==> src/rtl/dsp_cfg_pkg.sv <==
// Shared constants and state encoding for the DSP configuration-chain loader.
package dsp_cfg_pkg;

    localparam int unsigned DSP_MODE_BITS = 85;
    localparam int unsigned CFG_WORD_W    = 32;
    localparam int unsigned CFG_NUM_WORDS = (DSP_MODE_BITS + CFG_WORD_W - 1) / CFG_WORD_W;

    typedef enum logic [2:0] {
        IDLE,
        COLLECT,
        SHIFT,
        VERIFY,
        DONE
    } ldr_state_t;

endpackage

==> src/rtl/dsp_ccff_shift_ctrl.sv <==
// Bit counter, chain head driver and readback comparator for the loader.
module dsp_ccff_shift_ctrl #(
    parameter int unsigned CHAIN_LEN = 85
) (
    input  logic                 clk,
    input  logic                 rst_n,
    input  logic                 shift_d_i,
    input  logic                 verify_d_i,
    input  logic                 verify_q_i,
    input  logic                 phase_start_i,
    input  logic                 abort_i,
    input  logic                 err_clr_i,
    input  logic [CHAIN_LEN-1:0] image_i,
    input  logic                 ccff_tail_i,
    output logic                 last_bit_c,
    output logic                 config_enable_o,
    output logic                 ccff_head_o,
    output logic                 error_o
);

    localparam int unsigned BCNT_W = $clog2(CHAIN_LEN);

    logic [BCNT_W-1:0] bcnt_q, bcnt_d;
    logic [BCNT_W-1:0] cur_idx_c, nxt_idx_c;
    logic              en_q, en_d;
    logic              head_q, head_d;
    logic              err_q, err_d;

    // Image is sent MSB first so image[k] ends up in chain position k.
    always_comb begin
        bcnt_d = '0;
        if ((shift_d_i || verify_d_i) && !phase_start_i) begin
            bcnt_d = bcnt_q + BCNT_W'(1);
        end
        en_d      = shift_d_i | verify_d_i;
        nxt_idx_c = BCNT_W'(CHAIN_LEN - 1) - bcnt_d;
        cur_idx_c = BCNT_W'(CHAIN_LEN - 1) - bcnt_q;
        head_d    = shift_d_i ? image_i[nxt_idx_c] : 1'b0;
        err_d     = err_q;
        if (err_clr_i) begin
            err_d = 1'b0;
        end else if (verify_q_i && !abort_i && (ccff_tail_i != image_i[cur_idx_c])) begin
            err_d = 1'b1;
        end
    end

    always_ff @(posedge clk or negedge rst_n) begin
        if (!rst_n) begin
            bcnt_q <= '0;
            en_q   <= 1'b0;
            head_q <= 1'b0;
            err_q  <= 1'b0;
        end else begin
            bcnt_q <= bcnt_d;
            en_q   <= en_d;
            head_q <= head_d;
            err_q  <= err_d;
        end
    end

    assign last_bit_c      = (bcnt_q == BCNT_W'(CHAIN_LEN - 1));
    assign config_enable_o = en_q;
    // During readback the tail is fed straight back so the chain keeps its content.
    assign ccff_head_o     = verify_q_i ? ccff_tail_i : head_q;
    assign error_o         = err_q;

endmodule

==> src/rtl/dsp_ccff_loader.sv <==
// Collects a DSP mode image from parallel words and shifts it into the
// configuration chain, with an optional non-destructive readback pass.
module dsp_ccff_loader
    import dsp_cfg_pkg::*;
#(
    parameter int unsigned CHAIN_LEN = DSP_MODE_BITS,
    parameter int unsigned WORD_W    = CFG_WORD_W
) (
    input  logic              prog_clock,
    input  logic              prog_reset_n,
    input  logic [WORD_W-1:0] cfg_word_i,
    input  logic              cfg_valid_i,
    output logic              cfg_ready_o,
    input  logic              verify_en_i,
    input  logic              abort_i,
    output logic              config_enable_o,
    output logic              ccff_head_o,
    input  logic              ccff_tail_i,
    output logic              busy_o,
    output logic              done_o,
    output logic              error_o
);

    localparam int unsigned NUM_WORDS = (CHAIN_LEN + WORD_W - 1) / WORD_W;
    localparam int unsigned WCNT_W    = $clog2(NUM_WORDS + 1);

    ldr_state_t           state_q, state_d;
    logic [WCNT_W-1:0]    wcnt_q, wcnt_d;
    logic [CHAIN_LEN-1:0] image_q, image_d;
    logic                 verify_q, verify_d;
    logic                 ready_q, busy_q, done_q;
    logic                 accept_c, err_clr_c, last_bit_c;

    // Abort wins over a word offered in the same cycle.
    assign accept_c = cfg_valid_i & ready_q & ~abort_i;

    always_comb begin
        state_d   = state_q;
        wcnt_d    = wcnt_q;
        verify_d  = verify_q;
        err_clr_c = 1'b0;
        case (state_q)
            IDLE: begin
                if (accept_c) begin
                    verify_d  = verify_en_i;
                    err_clr_c = 1'b1;
                    wcnt_d    = WCNT_W'(1);
                    state_d   = COLLECT;
                end
            end
            COLLECT: begin
                if (abort_i) begin
                    wcnt_d  = '0;
                    state_d = IDLE;
                end else if (accept_c) begin
                    if (wcnt_q == WCNT_W'(NUM_WORDS - 1)) begin
                        wcnt_d  = '0;
                        state_d = SHIFT;
                    end else begin
                        wcnt_d = wcnt_q + WCNT_W'(1);
                    end
                end
            end
            SHIFT: begin
                if (abort_i) begin
                    state_d = IDLE;
                end else if (last_bit_c) begin
                    state_d = verify_q ? VERIFY : DONE;
                end
            end
            VERIFY: begin
                if (abort_i) begin
                    state_d = IDLE;
                end else if (last_bit_c) begin
                    state_d = DONE;
                end
            end
            DONE:    state_d = IDLE;
            default: state_d = IDLE;
        endcase
    end

    // Word j lands in image bits [j*WORD_W +: WORD_W]; bits past the chain are dropped.
    always_comb begin
        image_d = image_q;
        for (int unsigned b = 0; b < CHAIN_LEN; b++) begin
            if (accept_c && ((b / WORD_W) == 32'(wcnt_q))) begin
                image_d[b] = cfg_word_i[b % WORD_W];
            end
        end
    end

    always_ff @(posedge prog_clock or negedge prog_reset_n) begin
        if (!prog_reset_n) begin
            state_q  <= IDLE;
            wcnt_q   <= '0;
            image_q  <= '0;
            verify_q <= 1'b0;
            ready_q  <= 1'b1;
            busy_q   <= 1'b0;
            done_q   <= 1'b0;
        end else begin
            state_q  <= state_d;
            wcnt_q   <= wcnt_d;
            image_q  <= image_d;
            verify_q <= verify_d;
            ready_q  <= (state_d == IDLE) || (state_d == COLLECT);
            busy_q   <= (state_d != IDLE);
            done_q   <= (state_d == DONE);
        end
    end

    dsp_ccff_shift_ctrl #(
        .CHAIN_LEN (CHAIN_LEN)
    ) u_shift_ctrl (
        .clk             (prog_clock),
        .rst_n           (prog_reset_n),
        .shift_d_i       (state_d == SHIFT),
        .verify_d_i      (state_d == VERIFY),
        .verify_q_i      (state_q == VERIFY),
        .phase_start_i   (state_d != state_q),
        .abort_i         (abort_i),
        .err_clr_i       (err_clr_c),
        .image_i         (image_d),
        .ccff_tail_i     (ccff_tail_i),
        .last_bit_c      (last_bit_c),
        .config_enable_o (config_enable_o),
        .ccff_head_o     (ccff_head_o),
        .error_o         (error_o)
    );

    assign cfg_ready_o = ready_q;
    assign busy_o      = busy_q;
    assign done_o      = done_q;

endmodule
==> config.mk <==
export PLATFORM = sky130hd
export DESIGN_NAME = dsp_ccff_loader
export DESIGN_NICKNAME = d
export VERILOG_FILES = /design/src/rtl/dsp_cfg_pkg.sv /design/src/rtl/dsp_ccff_shift_ctrl.sv /design/src/rtl/dsp_ccff_loader.sv
export SDC_FILE = /design/constraint.sdc
export NUM_CORES = 1
export LEC_CHECK = 0
export BUFFER_PORTS_ARGS = -buffer_cell sky130_fd_sc_hd__buf_4
export CAP_MARGIN = 20
export CORE_ASPECT_RATIO = 1.75
export CORE_MARGIN = 4
export CORE_UTILIZATION = 65
export DETAILED_ROUTE_END_ITERATION = 16
export GPL_TIMING_DRIVEN = 0
export HOLD_SLACK_MARGIN = 0.02
export PLACE_DENSITY = 0.86
export SYNTH_ARGS = -nofsm -noshare
export SYNTH_HDL_FRONTEND = slang
export SYNTH_SLANG_ARGS = --single-unit
==> constraint.sdc <==
create_clock -name prog_clock -period 8.8 [get_ports prog_clock]
set_input_delay 2.2 -clock prog_clock [delete_from_list [all_inputs] [get_ports prog_clock]]
set_output_delay 2.2 -clock prog_clock [all_outputs]
set_load 0.01 [all_outputs]
### Word-level counts from Yosys, hierarchy flattened

Index checks and enable logic that the tools add are counted.

* register bits: 104
* output and inout bits: 6

* $add $sub $neg: 4
* order comparisons: 2
* equality and inequality tests: 15
* multiplexer cells: 111
* bitwise gates (word level): 4
* reduce and logical (&&, ||, !) cells: 18

Operators by type and width (count)
* two-way mux 1 bit: 93
* two-way mux 3 bit: 9
* less-than comparator 7 x 8 -> 1 bit, second input constant: 2
* binary-select mux 1 bit (select 7 bit): 2
* subtractor 7 bit, first input constant: 2
* equality test 3 x 2 -> 1 bit, second input constant: 4
* case mux 3 bit (4 select lines): 1
* two-way mux 2 bit: 4
* adder 7 x 1 -> 7 bit, second input constant: 1
* equality test 7 bit, second input constant: 1
* two-way mux 7 bit: 1
* equality test 3 x 1 -> 1 bit, second input constant: 2
* logical AND 1 bit: 6
* logical NOT 3 bit: 2
* case mux 2 bit (2 select lines): 1
* nonzero test 2 bit: 2
* equality test 3 bit, second input constant: 1
* inequality test 3 bit: 1
* inequality test 3 bit, second input constant: 1
* AND reduction 3 bit: 1
* nonzero test 3 bit: 1
* adder 2 x 1 -> 2 bit, second input constant: 1
* bitwise AND 1 bit: 2
* equality test 1 x 2 -> 1 bit, first input constant: 1
* 10 further kinds: 12

### Depth between registers and ports, before layout

Gate-level depths: netlist of the first run.

* word-level depth: 13
* depth in mapped cells: 19
* gate-level depth less buffers: 17

### By module

A second synthesis of the first run with hierarchy kept.

* cells, all modules: 498
* area total of the unflattened synthesis: 6165.9 sq um

Modules (own cells, without submodules)
* dsp_ccff_loader: times used 1, cells each 234, area each 3647.2 sq um, sequential area each 2353.5 sq um
* dsp_ccff_shift_ctrl: times used 1, cells each 264, area each 2518.7 sq um, sequential area each 250.2 sq um

### Worst setup path after synthesis of the first run

OpenSTA, ideal clock, no wires.

* kind: input-to-reg
* from: in abort_i
* to: reg u_shift_ctrl.head_q
* library setup time: 135 ps
* arrival time: 5694 ps
* data required time: 8665 ps
* slack: 2972 ps
* stages on the path: 15
* path buffers: 3
* path through: nand3b_1 > nor3b_4 > o2111a_4 > inv_4 > a211oi_4 > buf_6 > inv_1 > ha_1 > buf_1 > clkbuf_1 > mux4_1 > a21bo_2 > a32o_1 > o221ai_1 > o211ai_2

* longest elaborated chain between the ends: 13
* elaborated cells on any way between the ends: 107
* classes of those cells: add/sub (1); eq/ne (3); mux (95); bitwise (2); reduce/logical (6)

RTL lines
* from (decl): RTL line dsp_ccff_loader.sv:15 `input logic abort_i,`
* NOT 1 bit: RTL line dsp_ccff_loader.sv:35 `assign accept_c = cfg_valid_i & ready_q & ~abort_i;`
* bitwise AND 1 bit: RTL line dsp_ccff_loader.sv:35
* two-way mux 3 bit: RTL line dsp_ccff_loader.sv:55 `end else if (accept_c) begin`
* two-way mux 3 bit: RTL line dsp_ccff_loader.sv:52 `if (abort_i) begin`
* case mux 3 bit (4 select lines) (*): RTL line dsp_ccff_loader.sv:42 `case (state_q)`
* via state_d[0]: RTL line dsp_ccff_loader.sv:27 `ldr_state_t state_q, state_d;`
* equality test 3 x 2 -> 1 bit (tied with other cells): RTL line dsp_ccff_loader.sv:118 `.shift_d_i (state_d == SHIFT),`
* logical OR 1 bit or logical NOT 1 bit (tied branches): RTL line dsp_ccff_shift_ctrl.sv:32 `if ((shift_d_i || verify_d_i) && !phase_start_i) begin`
* logical AND 1 bit: RTL line dsp_ccff_shift_ctrl.sv:32
* two-way mux 7 bit: RTL line dsp_ccff_shift_ctrl.sv:32
* subtractor 7 bit: RTL line dsp_ccff_shift_ctrl.sv:36 `nxt_idx_c = BCNT_W'(CHAIN_LEN - 1) - bcnt_d;`
* binary-select mux 1 bit (select 7 bit): RTL line dsp_ccff_shift_ctrl.sv:38 `head_d = shift_d_i ? image_i[nxt_idx_c] : 1'b0;`
* two-way mux 1 bit (implied by the code): RTL line dsp_ccff_shift_ctrl.sv:38
* two-way mux 1 bit (*): RTL line dsp_ccff_shift_ctrl.sv:38
* via u_shift_ctrl.head_d: RTL line dsp_ccff_shift_ctrl.sv:26 `logic head_q, head_d;`
* to (signal assigned): RTL line dsp_ccff_shift_ctrl.sv:51 `head_q <= 1'b0;`
* to (signal assigned): RTL line dsp_ccff_shift_ctrl.sv:56 `head_q <= head_d;`
* to (decl): RTL line dsp_ccff_shift_ctrl.sv:26

The timed path passes the listed nets; every way through them passes the cells marked *. The select of a mux whose other input is x is not followed.
A chain may end at the register's enable or synchronous reset.

### Worst setup path in the final report of the first run

Same ends and word-level chain as after synthesis.

==> results of run 1 <==
## registers in the layout (all words and copies together) (netlist names), 2 cells and up
register,count
image_q,85
u_shift_ctrl.bcnt_q,7
state_q,3
wcnt_q,2
## cell families (layout without fill, tap and decap cells)
logic type	count (synthesis)	count (layout)	share of synthesized area, %
adders and majority gates	3	3	0.611
xor gates and xnor gates	19	19	2.71
muxes	134	134	29.9
AOI/OAI and AO/OA	62	62	7.99
and+or+nand+nor	102	102	8.52
DFF	104	104	42.4
buffers and inverters	121	182	7.89
## layout make-up
class | instances | area [sq um] | share of cell area, %
Sequential cell | 104 | 2600 | 37.4
Inverter | 91 | 344 | 4.94
Multi-Input combinational cell | 320 | 3050 | 43.8
Tap cell | 120 | 150 | 2.15
Clock inverter | 6 | 81.3 | 1.17
Timing Repair Buffer | 45 | 358 | 5.14
Clock buffer | 10 | 239 | 3.43
Buffer | 30 | 140 | 2.01
## worst reg2reg max path, delay by kind of cell (launching register included)
| family | cells | cell delay [ns] |
|---|---|---|
| flip-flops | 1 | 0.42 |
| buffers and inverters | 7 | 2.20 |
| AND/OR/NAND/NOR | 3 | 0.40 |
| AO/OA/AOI/OAI | 5 | 1.54 |
| multiplexers | 1 | 0.43 |
| adder cells (fa/ha/maj) | 2 | 0.61 |
## power groups by stage
stage          combinational [uW]  sequential (uW)  clock (uW)
6_report                      508              678         425
3_5_place_dp                  492              684           0
5_1_grt                       553              690         449
2_1_floorplan                 343              668           0
4_1_cts                       499              677         428
3_3_place_gp                  460              674           0
## worst max-delay path by stage
stage | startpoint | endpoint | slack (ns) | cells past startpoint
after floorplan | abort_i | u_shift_ctrl.head_q$_DFF_PN0_ | 2.97 | 15
after global placement | abort_i | u_shift_ctrl.head_q$_DFF_PN0_ | 1.84 | 16
after detailed placement | abort_i | u_shift_ctrl.head_q$_DFF_PN0_ | 1.82 | 16
after CTS | abort_i | u_shift_ctrl.head_q$_DFF_PN0_ | 2.11 | 16
after global routing | abort_i | u_shift_ctrl.head_q$_DFF_PN0_ | 1.87 | 16
final | abort_i | u_shift_ctrl.head_q$_DFF_PN0_ | 2.01 | 16
## layout by cell type (no fill, tap or decap), types with 4 or more instances in the layout
cell	n
a21boi_0	4
clkbuf_1	13
mux4_2	31
nor2_1	27
nand3b_1	5
nand3_1	13
mux2i_1	91
buf_4	45
a31oi_1	7
buf_2	13
nand2b_1	4
a211oi_1	5
inv_1	89
dfrtp_1	103
mux4_1	6
mux2_2	6
xnor2_1	14
nor3_1	8
o21ai_0	11
xor2_1	5
nand2_1	25
clkbuf_16	9
## per-stage QoR
| stage | instance area [sq um] | utilization (%) |
|---|---|---|
| 5_1_grt | 6970 | 76.1 |
| 2_1_floorplan | 6140 | - |
| 3_5_place_dp | 6640 | 72.6 |
| 4_1_cts | 6960 | 76.1 |
| 6_report | 6970 | 76.1 |
| 3_3_place_gp | 6610 | 72.3 |
## metal layers
layer | global-route usage, % | vias up | part of all wire (%)
met5 | 0 | - | 0
met4 | 21.6 | 0 | 7.1
met3 | 4.81 | 88 | 6.1
met2 | 57.3 | 273 | 52
met1 | 37.9 | 2327 | 34
li1 | - | 2039 | -
==> impl_metrics.json, run 1 <==
{
  "final_hold_viol_count": 0,
  "synth_cell_types": 64,
  "avgSynthCellArea_sq_um": 11.3,
  "synthArstFlopShare_pct": 100,
  "port_buffers": 43,
  "grt_pass1_wl_microns": 27000,
  "cp-end-kind": "flop",
  "synth-seq-cells": 104,
  "hold_path_depth": 1,
  "vias_per_cell": 6.51,
  "fillers": 606,
  "leakage_uw": 0.00334,
  "drc": 0,
  "whs_endpoint": "u_shift_ctrl.error_o$_DFFE_PN0P_",
  "synth_top_cell_area_share_pct": 42.0,
  "num_vias": 4727,
  "critPathBufInv": 6,
  "grt_overflow_total": 0,
  "slew_violations": 0,
  "power_density_mw_per_mm2": 231,
  "dp.cells": 709,
  "synth-seq-area-share_pct": 42.4,
  "fp.dieH_microns": 137,
  "chipWidth_microns": 81.5,
  "cts_tree": "done",
  "grt_usage_pct": 33.4,
  "r2r_end": "u_shift_ctrl.head_q$_DFF_PN0_",
  "worstReg2RegStart": "u_shift_ctrl.bcnt_q[0]$_DFF_PN0_",
  "relSlewSlack_pct": 29.2,
  "ios": 44,
  "path_delay_family": "compound AO/OA/AOI/OAI gates",
  "ant_nets": 0,
  "grt_pass1_vias": 5060,
  "worst_pin_slew_ns": 1.05,
  "yosysTopAreaCell": "dfrtp_1",
  "synthTopCellsByCount": "103 x dfrtp_1, 91 x mux2i_1, 89 x inv_1",
  "status": "finished, final reports clean",
  "finalNonFillerCells": 726,
  "synth_edf_count": 0,
  "reg2reg_depth": 18,
  "p_int_uw": 1080,
  "synthesis.nets": 586,
  "routabilityCongestion": 0.934,
  "cts_sinks": 104,
  "pre_cts_ws_ns": 1.82,
  "total_power_uw": 1610,
  "drt_iter0_drc": 486,
  "clock.fmax_ghz": 0.147,
  "drt_wl_total_microns": 16900,
  "finalCritPeriodShare_pct": 77.1,
  "synthToLayoutAreaGrowth_pct": 13.5,
  "final_nets": 642,
  "setup-violations-final": 0,
  "path_cells": "buf_4 > nand3b_1 > nor3b_4 > o2111a_4 > inv_4 > a211oi_4 > buf_6 > inv_1 > ha_1 > buf_1 > clkbuf_1 > mux4_1 > a21bo_2 > a32o_1 > o221ai_1 > o211ai_2",
  "cts_buffers": 9,
  "finalSetupTns_ns": 0,
  "cts_buffer_depth": 2,
  "swShare_pct": 32.8,
  "initial_utilization_pct": 67.1,
  "clkPwrFrac_pct": 26.4,
  "dieArea_sq_mm": 0.0111,
  "setup_slack_ns": 2.01,
  "critical_path.slowest_cell": "a211oi_4",
  "ir_drop_mv": 0.182,
  "path_clk_slew_ns": 0.07,
  "netlist_instances": 545,
  "clockRootBuffer": "clkbuf_16",
  "hold_buffers": 0,
  "path_class": "input port to flop",
  "synth_area_sq_mm": 0.00614,
  "first_pass_iters": 6,
  "diodes": 0,
  "ctsResizeCount": 0,
  "startpoint_type": "input port",
  "rows": 46,
  "fin_skew_ns": 0.0122,
  "pwr-share-seq_pct": 42.1,
  "antenna_found_initial": 0,
  "switchingPower_uw": 529,
  "critical_path.max_stage_delay_ns": 0.70,
  "worst-r2r-setup-slack_ns": 3.07,
  "ys.flop_type": "dfrtp_1",
  "yosysMostFrequentCell": "dfrtp_1",
  "insertion_delay_ns": 0.36,
  "p_comb_share_pct": 31.5,
  "drive_gt1_share_pct": 20.5,
  "ys_warn_count": 0,
  "htreeDepth": 3,
  "crit_arrival_ns": 7.00,
  "min-delay-start": "u_shift_ctrl.error_o$_DFFE_PN0P_",
  "fp.coreArea_sq_mm": 0.00915,
  "grt_max_degree": 71,
  "hold_ws_ns": 0.503,
  "drv_cap": 0,
  "cts_setup_buffers": 0,
  "required_ns": 9.01,
  "dp_hpwl_microns": 12500,
  "hp-class": "flop to flop",
  "wl_per_cell_microns": 23.3,
  "cp_max_fo": 10,
  "ys_top_cells_by_area": "dfrtp_1 42%, mux2i_1 15%, mux4_2 11%, inv_1 5.4%, mux4_1 2.6%",
  "fin_crit_ns": 6.79,
  "rsz0062_at_grt": "false"
}
Note: power is estimated with default switching activity, not from simulation.
==> inputs of run 2 (changes only) <==
- ABC_AREA: unset -> 1
- CORE_UTILIZATION: 65 -> 55
- PLACE_DENSITY: 0.86 -> 0.78
- clock period: 8.8 -> 6.05 ns (I/O delays scaled with it)
==> run 2 against run 1 <==
  * Clock skew fell by 0.0048 ns
  * First-iteration DRC count rose by 39%
  * Sequential cell count did not move
  * Utilization fell by 12 points
  * Critical path type is now flop to flop
  * Highest routed layer unchanged
==> impl_metrics.json, run 2 <==
{
  "cp-startpoint": "u_shift_ctrl.bcnt_q[0]$_DFF_PN0_",
  "worst_pin_slew_ns": 0.822,
  "critical_path.slowest_cell": "clkbuf_1",
  "synth-seq-area-share_pct": 42.9,
  "path_class": "flop to flop",
  "insertion_delay_ns": 0.35,
  "synthTopCellsByCount": "278 x nand2_1, 122 x nand3_1, 103 x dfrtp_1",
  "grt_usage_pct": 33.7,
  "pre_cts_ws_ns": 1.03,
  "cts_setup_buffers": 0,
  "synthArstFlopShare_pct": 100,
  "synth_area_sq_mm": 0.00607,
  "largest_reg_flops": 85,
  "ctsResizeCount": 0,
  "whs_endpoint": "u_shift_ctrl.error_o$_DFFE_PN0P_",
  "path_clk_slew_ns": 0.07,
  "drt_iter0_drc": 677,
  "grt_pass1_vias": 6068,
  "final_cell_mix": "278 x nand2_1, 122 x nand3_1, 103 x dfrtp_1",
  "final_hold_viol_count": 0,
  "hold_ws_ns": 0.517,
  "largest-register": "image_q",
  "drive_gt1_share_pct": 10.9,
  "netlist_instances": 853,
  "synth-seq-cells": 104,
  "fin_crit_ns": 4.99,
  "drt_wl_total_microns": 20600,
  "grt_overflow_total": 0,
  "fp.dieH_microns": 147,
  "num_vias": 6178,
  "worstReg2RegStart": "u_shift_ctrl.bcnt_q[0]$_DFF_PN0_",
  "rows": 50,
  "startpoint_type": "flop",
  "avgSynthCellArea_sq_um": 7.12,
  "status": "finished, final reports clean",
  "drc": 0,
  "seq_area_sq_mm": 0.00260,
  "hp-class": "flop to flop",
  "first_pass_iters": 8,
  "synth_cell_types": 36,
  "htreeDepth": 3,
  "final_common_cell": "nand2_1",
  "finalCritPeriodShare_pct": 82.5,
  "path_cells": "buf_2 > inv_1 > clkbuf_1 > ha_1 > nand2_2 > nor2_2 > nand2_1 > nand2_1 > nand3_1 > nand2_1 > nand4_2 > buf_2 > ha_1 > inv_1 > clkbuf_1 > nand3_1 > nand3_1 > nand3_1 > nand2_1 > nand2_1 > nand2_1 > nand2_1 > nand2_1 > a21oi_1",
  "fp.coreArea_sq_mm": 0.0108,
  "final_nets": 949,
  "ys.flop_type": "dfrtp_1",
  "dp_hpwl_microns": 15200,
  "power_density_mw_per_mm2": 332,
  "drv_cap": 0,
  "required_ns": 6.28,
  "setup_slack_ns": 1.06,
  "synthToLayoutAreaGrowth_pct": 13.0,
  "rsz0062_at_grt": "false",
  "cp_max_fo": 10,
  "cts_sinks": 104,
  "routabilityCongestion": 1.05,
  "diodes": 0,
  "synth_top_cell_area_share_pct": 42.4,
  "port_buffers": 43,
  "critPathBufInv": 6,
  "ys_warn_count": 0,
  "ios": 44,
  "ys_top_cells_by_area": "dfrtp_1 42%, nand2_1 17%, nand3_1 10%, inv_1 6.1%, o21ai_0 5.4%",
  "multiInputGateArea_sq_mm": 0.00289,
  "placed_area_sq_mm": 0.00659,
  "grt_max_degree": 70,
  "relSlewSlack_pct": 45.2,
  "vias_per_cell": 5.93,
  "synthesis.nets": 894,
  "min-delay-start": "u_shift_ctrl.error_o$_DFFE_PN0P_",
  "crit_arrival_ns": 5.23,
  "yosysTopAreaCell": "dfrtp_1",
  "leakage_uw": 0.00349,
  "wl_per_cell_microns": 19.8,
  "initial_utilization_pct": 56.4,
  "cts_buffer_depth": 2,
  "dieArea_sq_mm": 0.0129,
  "cts_buffers": 9,
  "hold_path_depth": 2,
  "ir_drop_mv": 0.280,
  "antenna_found_initial": 0,
  "fillers": 997,
  "worst-r2r-setup-slack_ns": 1.06,
  "cts_tree": "done",
  "setup-violations-final": 0,
  "largestRegisters": "image_q x85, u_shift_ctrl.bcnt_q x7, state_q x3",
  "finalSetupTns_ns": 0,
  "ant_nets": 0,
  "clock.fmax_ghz": 0.200,
  "hold_buffers": 0,
  "slew_violations": 0,
  "finalNonFillerCells": 1042,
  "chipWidth_microns": 87.4,
  "r2r_end": "u_shift_ctrl.head_q$_DFF_PN0_",
  "dp.cells": 1027,
  "yosysMostFrequentCell": "nand2_1",
  "synth_edf_count": 0,
  "grt_pass1_wl_microns": 32400,
  "cpMostUsedCell": "nand2_1",
  "critical_path.max_stage_delay_ns": 0.56,
  "cp-end-kind": "flop",
  "path_delay_family": "buffers and inverters",
  "reg2reg_depth": 24,
  "final_area_sq_mm": 0.00686,
  "clockRootBuffer": "clkbuf_16",
  "fin_skew_ns": 0.00736
}
==> run 2: changes by cell type after synthesis, moves of 10 or more <==
cell      previous run  this run
xnor2_1             14         0
nand2_1             25       278
nand3_1             13       122
mux2i_1             91         0
inv_1               89        99
o21a_1               1        25
o21ai_0             11        66
mux4_2              31         0
clkbuf_1            13        28
a21oi_1              3        15
==> run 2: report_power, final <==
| group | internal (uW) | switching (uW) | leakage, uW |
|---|---|---|---|
| clock | 284 | 274 | 0.000138 |
| sequential | 919 | 63.9 | 0.00132 |
| combinational | 257 | 478 | 0.00203 |
==> run 2: worst max-delay path by stage <==
stage / to / cells after the start
after floorplan: u_shift_ctrl.head_q$_DFF_PN0_ / 23
after global placement: u_shift_ctrl.head_q$_DFF_PN0_ / 18
after detailed placement: u_shift_ctrl.head_q$_DFF_PN0_ / 20
after CTS: u_shift_ctrl.head_q$_DFF_PN0_ / 22
after global routing: u_shift_ctrl.head_q$_DFF_PN0_ / 24
final: u_shift_ctrl.head_q$_DFF_PN0_ / 24
==> run 2: final cells by class <==
class,instances,area share [%]
multi-input cells,601,42.1
clock buffers,9,3.28
plain buffers,42,2.61
well taps,130,2.37
repair buffers,44,5.11
clock inverters,6,0.748
inverters,106,5.80
flip-flops and latches,104,37.9
==> run 2: layer usage <==
metal	share of wire, %	wire [microns]	track usage, %
met5	0	0	0
met2	50	10300	55.1
met3	7.9	1640	5.61
met4	8.8	1820	25.0
met1	34	6930	38.6
==> run 2: tightest hold or removal path, delay by kind of cell, from the launching register on <==
kind	cells	cell delay (ns)
AO/OA/AOI/OAI	1	0.05
buffers and inverters	1	0.05
flip-flops	1	0.38
==> run 2: stage by stage <==
step	total power, uW	utilization (%)
after detailed placement	1710	61.2
after global routing	2430	63.8
after CTS	2270	63.8
after global placement	1690	60.9
after floorplan	1490	-
final	2280	63.8
==> run 2: logic make-up after synthesis <==
group / share of synthesized area [%]
simple gates: 33.3
buf+inv: 9.50
compound gates: 12.2
flops: 42.9
xor+xnor: 1.42
fa+ha+maj: 0.618
